## src/rtl/alu_seq_if.sv

```systemverilog
// Request/result bundle for alu_seq. The master drives operands and the
// opcode; the slave (the ALU) returns ready, the registered result and flags.
interface alu_seq_if #(
  parameter int OPER_WIDTH = 8,
  parameter int OUT_WIDTH  = 2*OPER_WIDTH
);
  logic [OPER_WIDTH-1:0] i_a;
  logic [OPER_WIDTH-1:0] i_b;
  logic [3:0]            i_fun;
  logic                  i_signed;
  logic                  i_valid;
  logic                  o_ready;
  logic [OUT_WIDTH-1:0]  o_alu_out;
  logic [3:0]            o_flags;
  logic                  o_out_valid;

  modport master (
    output i_a, i_b, i_fun, i_signed, i_valid,
    input  o_ready, o_alu_out, o_flags, o_out_valid
  );

  modport slave (
    input  i_a, i_b, i_fun, i_signed, i_valid,
    output o_ready, o_alu_out, o_flags, o_out_valid
  );
endinterface

```

## src/rtl/alu_seq.sv

```systemverilog
// Sequential execute-stage ALU. Single-cycle ops (logic, add/sub, compare,
// shift) register their result at the accept edge; MUL and DIV iterate one
// bit per clock for OPER_WIDTH clocks while o_ready is held low.
// Flags: [0] Z, [1] C/borrow, [2] V, [3] DZ.
module alu_seq #(
  parameter int OPER_WIDTH = 8,
  parameter int OUT_WIDTH  = 2*OPER_WIDTH
) (
  input  logic    i_clk,
  input  logic    i_rst,
  alu_seq_if.slave bus
);
  localparam int W   = OPER_WIDTH;
  localparam int CW  = $clog2(W);
  localparam int PAD = OUT_WIDTH - W;

  localparam logic [3:0] OP_ADD  = 4'd0;
  localparam logic [3:0] OP_SUB  = 4'd1;
  localparam logic [3:0] OP_MUL  = 4'd2;
  localparam logic [3:0] OP_DIV  = 4'd3;
  localparam logic [3:0] OP_AND  = 4'd4;
  localparam logic [3:0] OP_OR   = 4'd5;
  localparam logic [3:0] OP_NAND = 4'd6;
  localparam logic [3:0] OP_NOR  = 4'd7;
  localparam logic [3:0] OP_XOR  = 4'd8;
  localparam logic [3:0] OP_XNOR = 4'd9;
  localparam logic [3:0] OP_EQL  = 4'd10;
  localparam logic [3:0] OP_GRT  = 4'd11;
  localparam logic [3:0] OP_LESS = 4'd12;
  localparam logic [3:0] OP_SHR  = 4'd13;
  localparam logic [3:0] OP_SHL  = 4'd14;

  typedef enum logic {IDLE, BUSY} state_t;

  // Context kept for the iterative ops; operands on the bus are free to
  // change once the op has been accepted.
  typedef struct packed {
    logic         is_div;
    logic [W-1:0] dvsr;
  } ctx_t;

  state_t         state, state_nx;
  logic [CW-1:0]  cnt;
  ctx_t           ctx;

  logic [W-1:0]   a, b;
  logic           accept, iter_op, last;

  // Shift-add multiplier state
  logic [OUT_WIDTH-1:0] mcand, acc, acc_nx;
  logic [W-1:0]         mplier;

  // Restoring divider state: quo starts as the dividend and is shifted out
  // into rem while quotient bits are shifted in from the bottom.
  logic [W-1:0]   rem, quo, rem_nx, quo_nx;
  logic [W:0]     rem_sh;
  logic [W+1:0]   trial;

  // Single-cycle datapath
  logic [W:0]           sum;
  logic [OUT_WIDTH-1:0] a_ext, b_ext, a_sx, diff, res1;
  logic [W-1:0]         lg;
  logic [CW-1:0]        sh;
  logic                 c1, v1;

  logic [OUT_WIDTH-1:0] iter_res;

  assign a       = bus.i_a;
  assign b       = bus.i_b;
  assign accept  = bus.i_valid && bus.o_ready;
  assign iter_op = (bus.i_fun == OP_MUL) || (bus.i_fun == OP_DIV);
  assign last    = (state == BUSY) && (cnt == CW'(W-1));
  assign bus.o_ready = (state == IDLE);

  assign a_ext = {{PAD{1'b0}}, a};
  assign b_ext = {{PAD{1'b0}}, b};
  assign a_sx  = {{PAD{a[W-1]}}, a};
  // Shift amount is b mod W; W is a power of two so the low bits suffice.
  assign sh    = b[CW-1:0];

  // State register and iteration counter
  always_ff @(posedge i_clk or negedge i_rst) begin
    if (!i_rst) begin
      state <= IDLE;
      cnt   <= '0;
    end else begin
      state <= state_nx;
      cnt   <= (state == BUSY && state_nx == BUSY) ? cnt + CW'(1) : '0;
    end
  end

  // Next-state: MUL/DIV park in BUSY for W edges, everything else stays IDLE
  always_comb begin
    state_nx = state;
    case (state)
      IDLE:    if (accept && iter_op) state_nx = BUSY;
      BUSY:    if (last)              state_nx = IDLE;
      default: state_nx = IDLE;
    endcase
  end

  // One iteration of multiply and divide, plus the final iterative result
  always_comb begin
    acc_nx = mplier[0] ? (acc + mcand) : acc;
    rem_sh = {rem, quo[W-1]};
    trial  = {1'b0, rem_sh} - {2'b00, ctx.dvsr};
    // A zero divisor never goes negative, so the quotient fills with ones and
    // the dividend drains into the remainder on its own.
    if (!trial[W+1]) begin
      rem_nx = trial[W-1:0];
      quo_nx = {quo[W-2:0], 1'b1};
    end else begin
      rem_nx = rem_sh[W-1:0];
      quo_nx = {quo[W-2:0], 1'b0};
    end
    iter_res = ctx.is_div ? OUT_WIDTH'({rem_nx, quo_nx}) : acc_nx;
  end

  // Single-cycle results and their C/V flags
  always_comb begin
    sum  = {1'b0, a} + {1'b0, b};
    diff = a_ext - b_ext;
    lg   = '0;
    res1 = '0;
    c1   = 1'b0;
    v1   = 1'b0;
    case (bus.i_fun)
      OP_ADD: begin
        res1 = {{(PAD-1){1'b0}}, sum};
        c1   = sum[W];
        v1   = (a[W-1] == b[W-1]) && (sum[W-1] != a[W-1]);
      end
      OP_SUB: begin
        res1 = diff;
        c1   = (a < b);
        v1   = (a[W-1] != b[W-1]) && (diff[W-1] != a[W-1]);
      end
      OP_AND:  begin lg = a & b;    res1 = {{PAD{1'b0}}, lg}; end
      OP_OR:   begin lg = a | b;    res1 = {{PAD{1'b0}}, lg}; end
      OP_NAND: begin lg = ~(a & b); res1 = {{PAD{1'b0}}, lg}; end
      OP_NOR:  begin lg = ~(a | b); res1 = {{PAD{1'b0}}, lg}; end
      OP_XOR:  begin lg = a ^ b;    res1 = {{PAD{1'b0}}, lg}; end
      OP_XNOR: begin lg = ~(a ^ b); res1 = {{PAD{1'b0}}, lg}; end
      OP_EQL:  res1 = (a == b) ? OUT_WIDTH'(1) : '0;
      OP_GRT: begin
        if (bus.i_signed) res1 = ($signed(a) > $signed(b)) ? OUT_WIDTH'(2) : '0;
        else              res1 = (a > b)                   ? OUT_WIDTH'(2) : '0;
      end
      OP_LESS: begin
        if (bus.i_signed) res1 = ($signed(a) < $signed(b)) ? OUT_WIDTH'(3) : '0;
        else              res1 = (a < b)                   ? OUT_WIDTH'(3) : '0;
      end
      OP_SHR: begin
        if (bus.i_signed) res1 = $signed(a_sx) >>> sh;
        else              res1 = a_ext >> sh;
      end
      OP_SHL:  res1 = a_ext << sh;
      default: res1 = '0;
    endcase
  end

  // Datapath registers: capture at accept, iterate while BUSY, publish results
  always_ff @(posedge i_clk or negedge i_rst) begin
    if (!i_rst) begin
      bus.o_alu_out   <= '0;
      bus.o_flags     <= '0;
      bus.o_out_valid <= 1'b0;
      ctx             <= '0;
      mcand           <= '0;
      mplier          <= '0;
      acc             <= '0;
      rem             <= '0;
      quo             <= '0;
    end else begin
      bus.o_out_valid <= 1'b0;
      case (state)
        IDLE: begin
          if (accept) begin
            if (iter_op) begin
              ctx.is_div <= (bus.i_fun == OP_DIV);
              ctx.dvsr   <= b;
              mcand      <= a_ext;
              mplier     <= b;
              acc        <= '0;
              rem        <= '0;
              quo        <= a;
            end else begin
              bus.o_alu_out   <= res1;
              bus.o_flags     <= {1'b0, v1, c1, (res1 == '0)};
              bus.o_out_valid <= 1'b1;
            end
          end
        end
        BUSY: begin
          acc    <= acc_nx;
          mcand  <= mcand << 1;
          mplier <= mplier >> 1;
          rem    <= rem_nx;
          quo    <= quo_nx;
          if (last) begin
            bus.o_alu_out   <= iter_res;
            bus.o_flags     <= {(ctx.is_div && ctx.dvsr == '0), 2'b00, (iter_res == '0)};
            bus.o_out_valid <= 1'b1;
          end
        end
        default: ;
      endcase
    end
  end
endmodule

```

## src/flat_wrapper.sv

```systemverilog
// flat-port wrapper written by rule: the top's interface ports become plain ports
module alu_seq_flat 
#(
  parameter int OPER_WIDTH = 8,
  parameter int OUT_WIDTH  = 2*OPER_WIDTH
)
  (i_clk, i_rst, bus_i_a, bus_i_b, bus_i_fun, bus_i_signed, bus_i_valid, bus_o_ready, bus_o_alu_out, bus_o_flags, bus_o_out_valid);
  alu_seq_if #(.OPER_WIDTH(OPER_WIDTH), .OUT_WIDTH(OUT_WIDTH)) bus_i ();
  input  logic i_clk;
  input  logic i_rst;
  input wire logic [$bits(bus_i.i_a)-1:0] bus_i_a;
  input wire logic [$bits(bus_i.i_b)-1:0] bus_i_b;
  input wire logic [$bits(bus_i.i_fun)-1:0] bus_i_fun;
  input wire logic [$bits(bus_i.i_signed)-1:0] bus_i_signed;
  input wire logic [$bits(bus_i.i_valid)-1:0] bus_i_valid;
  output wire logic [$bits(bus_i.o_ready)-1:0] bus_o_ready;
  output wire logic [$bits(bus_i.o_alu_out)-1:0] bus_o_alu_out;
  output wire logic [$bits(bus_i.o_flags)-1:0] bus_o_flags;
  output wire logic [$bits(bus_i.o_out_valid)-1:0] bus_o_out_valid;
  assign bus_i.i_a = bus_i_a;
  assign bus_i.i_b = bus_i_b;
  assign bus_i.i_fun = bus_i_fun;
  assign bus_i.i_signed = bus_i_signed;
  assign bus_i.i_valid = bus_i_valid;
  assign bus_o_ready = bus_i.o_ready;
  assign bus_o_alu_out = bus_i.o_alu_out;
  assign bus_o_flags = bus_i.o_flags;
  assign bus_o_out_valid = bus_i.o_out_valid;
  alu_seq #(.OPER_WIDTH(OPER_WIDTH), .OUT_WIDTH(OUT_WIDTH)) u_core (.i_clk(i_clk), .i_rst(i_rst), .bus(bus_i));
endmodule
```

## config.mk

```make
export PLATFORM = sky130hd
export DESIGN_NAME = alu_seq_flat
export DESIGN_NICKNAME = d
export VERILOG_FILES = /design/src/rtl/alu_seq_if.sv /design/src/rtl/alu_seq.sv /design/src/flat_wrapper.sv
export SDC_FILE = /design/constraint.sdc
export NUM_CORES = 1
export LEC_CHECK = 0
export BUFFER_PORTS_ARGS = -buffer_cell sky130_fd_sc_hd__buf_2
export CAP_MARGIN = 20
export CORE_MARGIN = 4
export CORE_UTILIZATION = 51
export DETAILED_ROUTE_END_ITERATION = 7
export GPL_ROUTABILITY_DRIVEN = 0
export HOLD_SLACK_MARGIN = 0.15
export MAX_ROUTING_LAYER = met4
export PLACE_DENSITY = 0.71
export SLEW_MARGIN = 40
export SYNTH_ARGS = -nofsm -noshare
export SYNTH_HDL_FRONTEND = slang
export SYNTH_SLANG_ARGS = --single-unit
```

## constraint.sdc

```tcl
create_clock -name i_clk -period 7.81 [get_ports i_clk]
set_input_delay 0.3905 -clock i_clk [delete_from_list [all_inputs] [get_ports i_clk]]
set_output_delay 0.3905 -clock i_clk [all_outputs]
set_load 0.01 [all_outputs]
```

==> flow_summary_export.csv <==
group,metric,value,unit
sta,setup_tns,0,ns
route,num_vias,7276,
clocking,cts_tree,"done",
clocking,postCtsSetupRepairBufs,0,
synth,synth_area,7639,um2
synth,syn_nets,1040,
sta,fin_skew,0.007130,ns
power_and_ir_drop,peakVddDrop,160.5,uV
synth,synth-edff-count,0,
synth,seq_area_frac_synth,29.48,%
route,firstDrtPassIters,6,
power_and_ir_drop,power,2.755,mW
synth,synth.area.top_cells,"dfrtp_1, ha_1, o21ai_0, nand2_1, nor2_1",
synth,synth_commonest_cells,"nand2_1, o21ai_0, dfrtp_1",
setup_path,path_class,"input pin to register",
clocking,clock_latency,0.35,ns
status,status,"complete, no violations",
synth,yosysMostFrequentCell,"nand2_1",
floorplan,start_util,52.36,%
min_path,hold_path_depth,3,
setup_path,crit_fanout,33,
floorplan,dieArea,17000,um2
route,routedWlPerCell,19.51,um
setup_path,ff2ff_setup_slack,4.20,ns
synth,synthDistinctLibCells,67,
sta,hold_violations,0,
route,ant_nets,0,
clocking,ctsHoldBuffers,1,
clocking,cts_root_buffer,"clkbuf_16",
placement,port_buffers,45,
grt,grtUsageTotal,27.51,%
cells_and_area,syn2layout_area_growth,6.978,%
placement,hpwl,16.43,mm
placement,dp.cells,1134,
sta,drv_slew,0,
min_path,holdPathEnd,"u_core.mplier[7]",
synth,yosysWarnings,0,
clocking,clock_path_buffers,2,
setup_path,cp.required,8.09,ns
setup_path,critPathSlowestCell,"fa_1",
setup_path,worstSetupEndpointType,"register",
synth,synth_top_area_share,29.48,%
setup_path,critical_path_buf_inv_count,2,
route,drc,0,
sta,fmax,0.2706,GHz
sta,tightest_slew,0.7940,ns
grt,antenna_found_initial,0,
sta,fin_crit_sh,47.32,%
setup_path,crit_top_cell,"nand2_1",
floorplan,core,14590,um2
sta,rsz0062_at_grt,"false",
clocking,h-tree-depth,3,
grt,grt_start_max_net_pins,92,
clocking,cts_resized,0,
floorplan,row_count,44,
setup_path,regToRegEndpoint,"u_core.bus.o_alu_out[14]",
setup_path,worstReg2RegStart,"u_core.acc[0]",
grt,gr-total-overflow,0,
grt,grt_pass1_wl,35.74,mm
cells_and_area,drive_above_1_share,9.232,%
cells_and_area,finish.utilization,56.01,%
clocking,clock_sinks,90,
setup_path,cpLargestDelayFamily,"simple AND/OR/NAND/NOR gates",
synth,ys_async_sr_fraction,100.0,%
clocking,cts.clk_slew.worst_paths,0.06,ns
job,drv_cap,0,
synth,synth.avg_cell_area,7.940,um2
power_and_ir_drop,p_leak,3.636,nW
synth,synth_area_leader_cell,"dfrtp_1",
sta,relSlewSlack,47.06,%
cells_and_area,final_cells,1148,
floorplan,die_x,130.4,um
cells_and_area,fill_cells,1351,
setup_path,max_stage_delay,0.56,ns
synth,synth_seq_cells,90,
synth,synth_flop_cell,"dfrtp_1",
min_path,hold_path_class,"input pin to register",
floorplan,die_h,130.4,um
synth,syn_inst,962,
clocking,cts_made_buffers,9,
grt,grt_pass1_vias,6581,
sta,setup_violations,0,
power_and_ir_drop,powerDensity,337.2,nW/um2
route,wirelength,22.40,mm
setup_path,arrival,3.98,ns
cells_and_area,diodes,0,
setup_path,worstSetupStartpointType,"input pin",
setup_path,crit_chain,"buf_2, clkinv_1, fa_1, nand2_1, o21ai_0, xnor2_1, a2111oi_4, o2111ai_1, or4_1, nor4_1, a41oi_1, nand2_1",
sta,layout_min_cycle_time,3.696,ns
floorplan,io_pins,46,
route,routed_via_density,6.338,
setup_path,ff2ff_path_depth,11,
route,first_iter_violations,861,
min_path,min_from,"bus_i_b[7]",
cells_and_area,nets,1040,
==> per-stage QoR <==
stage,setup slack [ns],instance area (um2),hold WS [ns]
after floorplan,4.554,7639,0.09491
final,4.114,8172,0.3407
after detailed placement,3.869,7906,0.3182
after global placement,3.944,7905,0.3171
after CTS,4.221,8168,0.3269
after global routing,3.827,8172,0.3483
==> placed cells by master, fill, tap and decap left out, types with 7 or more instances in the layout <==
master and instances:
o21bai_1 7, dfrtp_1 89, ha_1 50, a21oi_1 59, mux2_2 13, nor2b_1 17
nor4_1 7, mux2i_1 28, and2_1 9, and3_1 7, nor2_1 79, o22ai_1 21
inv_1 41, xnor2_1 11, a21o_1 12, o211ai_1 10, nor3_1 21, nand3_1 23
a211oi_1 16, clkbuf_16 9, buf_4 8, buf_2 44, a22oi_1 12, o21a_1 12
o21ai_0 105, o31ai_1 9, or3_1 9, nand2_1 116
==> worst max-delay path by stage <==
stage,startpoint,end,slack [ns],depth (start not counted)
2_1_floorplan,bus_i_b[1],u_core.bus.o_flags[0],4.55,12
3_3_place_gp,bus_i_b[1],u_core.bus.o_flags[0],3.94,12
3_5_place_dp,bus_i_b[1],u_core.bus.o_flags[0],3.87,12
4_1_cts,bus_i_b[1],u_core.bus.o_flags[0],4.22,12
5_1_grt,bus_i_b[1],u_core.bus.o_flags[0],3.83,12
6_report,bus_i_b[1],u_core.bus.o_flags[0],4.11,12
==> layout make-up <==
cell class                 count  area (um2)  share of cell area (%)
timing repair buffer          54       301.5                   3.690
inverter                      44       166.4                   2.036
clock inverter                 1       5.005                 0.06125
clock buffer                  12       246.5                   3.016
sequential                    90        2253                   27.58
multi-input combinational    763        4969                   60.80
tap                          184       230.2                   2.817
==> worst register-to-register path, cell delays in order, from the launching register on <==
cell and delay (ns):
dfrtp_1 0.40, ha_1 0.25, fa_1 0.48, a211oi_1 0.36
o21a_1 0.27, nor3_1 0.11, o41ai_1 0.55, o21ai_0 0.27
nor4b_1 0.20, nor3_1 0.29, a211oi_1 0.12, a21o_1 0.19
==> registers in the layout, summed over array words and instances, names as in the netlist <==
signal and count:
u_core.rem 8, u_core.bus.o_alu_out 16, u_core.mplier 8, u_core.mcand 16
u_core.bus.o_flags 4, u_core.quo 8, u_core.cnt 3, u_core.ctx 9
u_core.bus.o_out_valid 1, u_core.acc 16, u_core.state 1
==> per-layer routing <==
| metal | share of wire, % | routed length [um] | track usage (%) |
|---|---|---|---|
| met4 | 3.2 | 727 | 9.982 |
| met5 | 0 | 0 | - |
| met2 | 43 | 9698 | 39.65 |
| met3 | 8.2 | 1835 | 5.366 |
| met1 | 45 | 10140 | 38.55 |
==> cells by family after synthesis <==
group | synth area share (%)
AO/OA/AOI/OAI | 27.81
AND/OR/NAND/NOR | 19.80
buffers and inverters | 5.537
flip-flops | 29.48
adder cells (fa/ha/maj) | 9.238
multiplexers | 6.175
XOR/XNOR | 1.949
==> power breakdown <==
group | leakage (nW) | switching, mW | internal [mW]
Sequential | 1.16 | 0.185 | 0.657
Combinational | 2.35 | 0.911 | 0.612
Clock | 0.124 | 0.173 | 0.219
(Power assumes the default switching activity.)
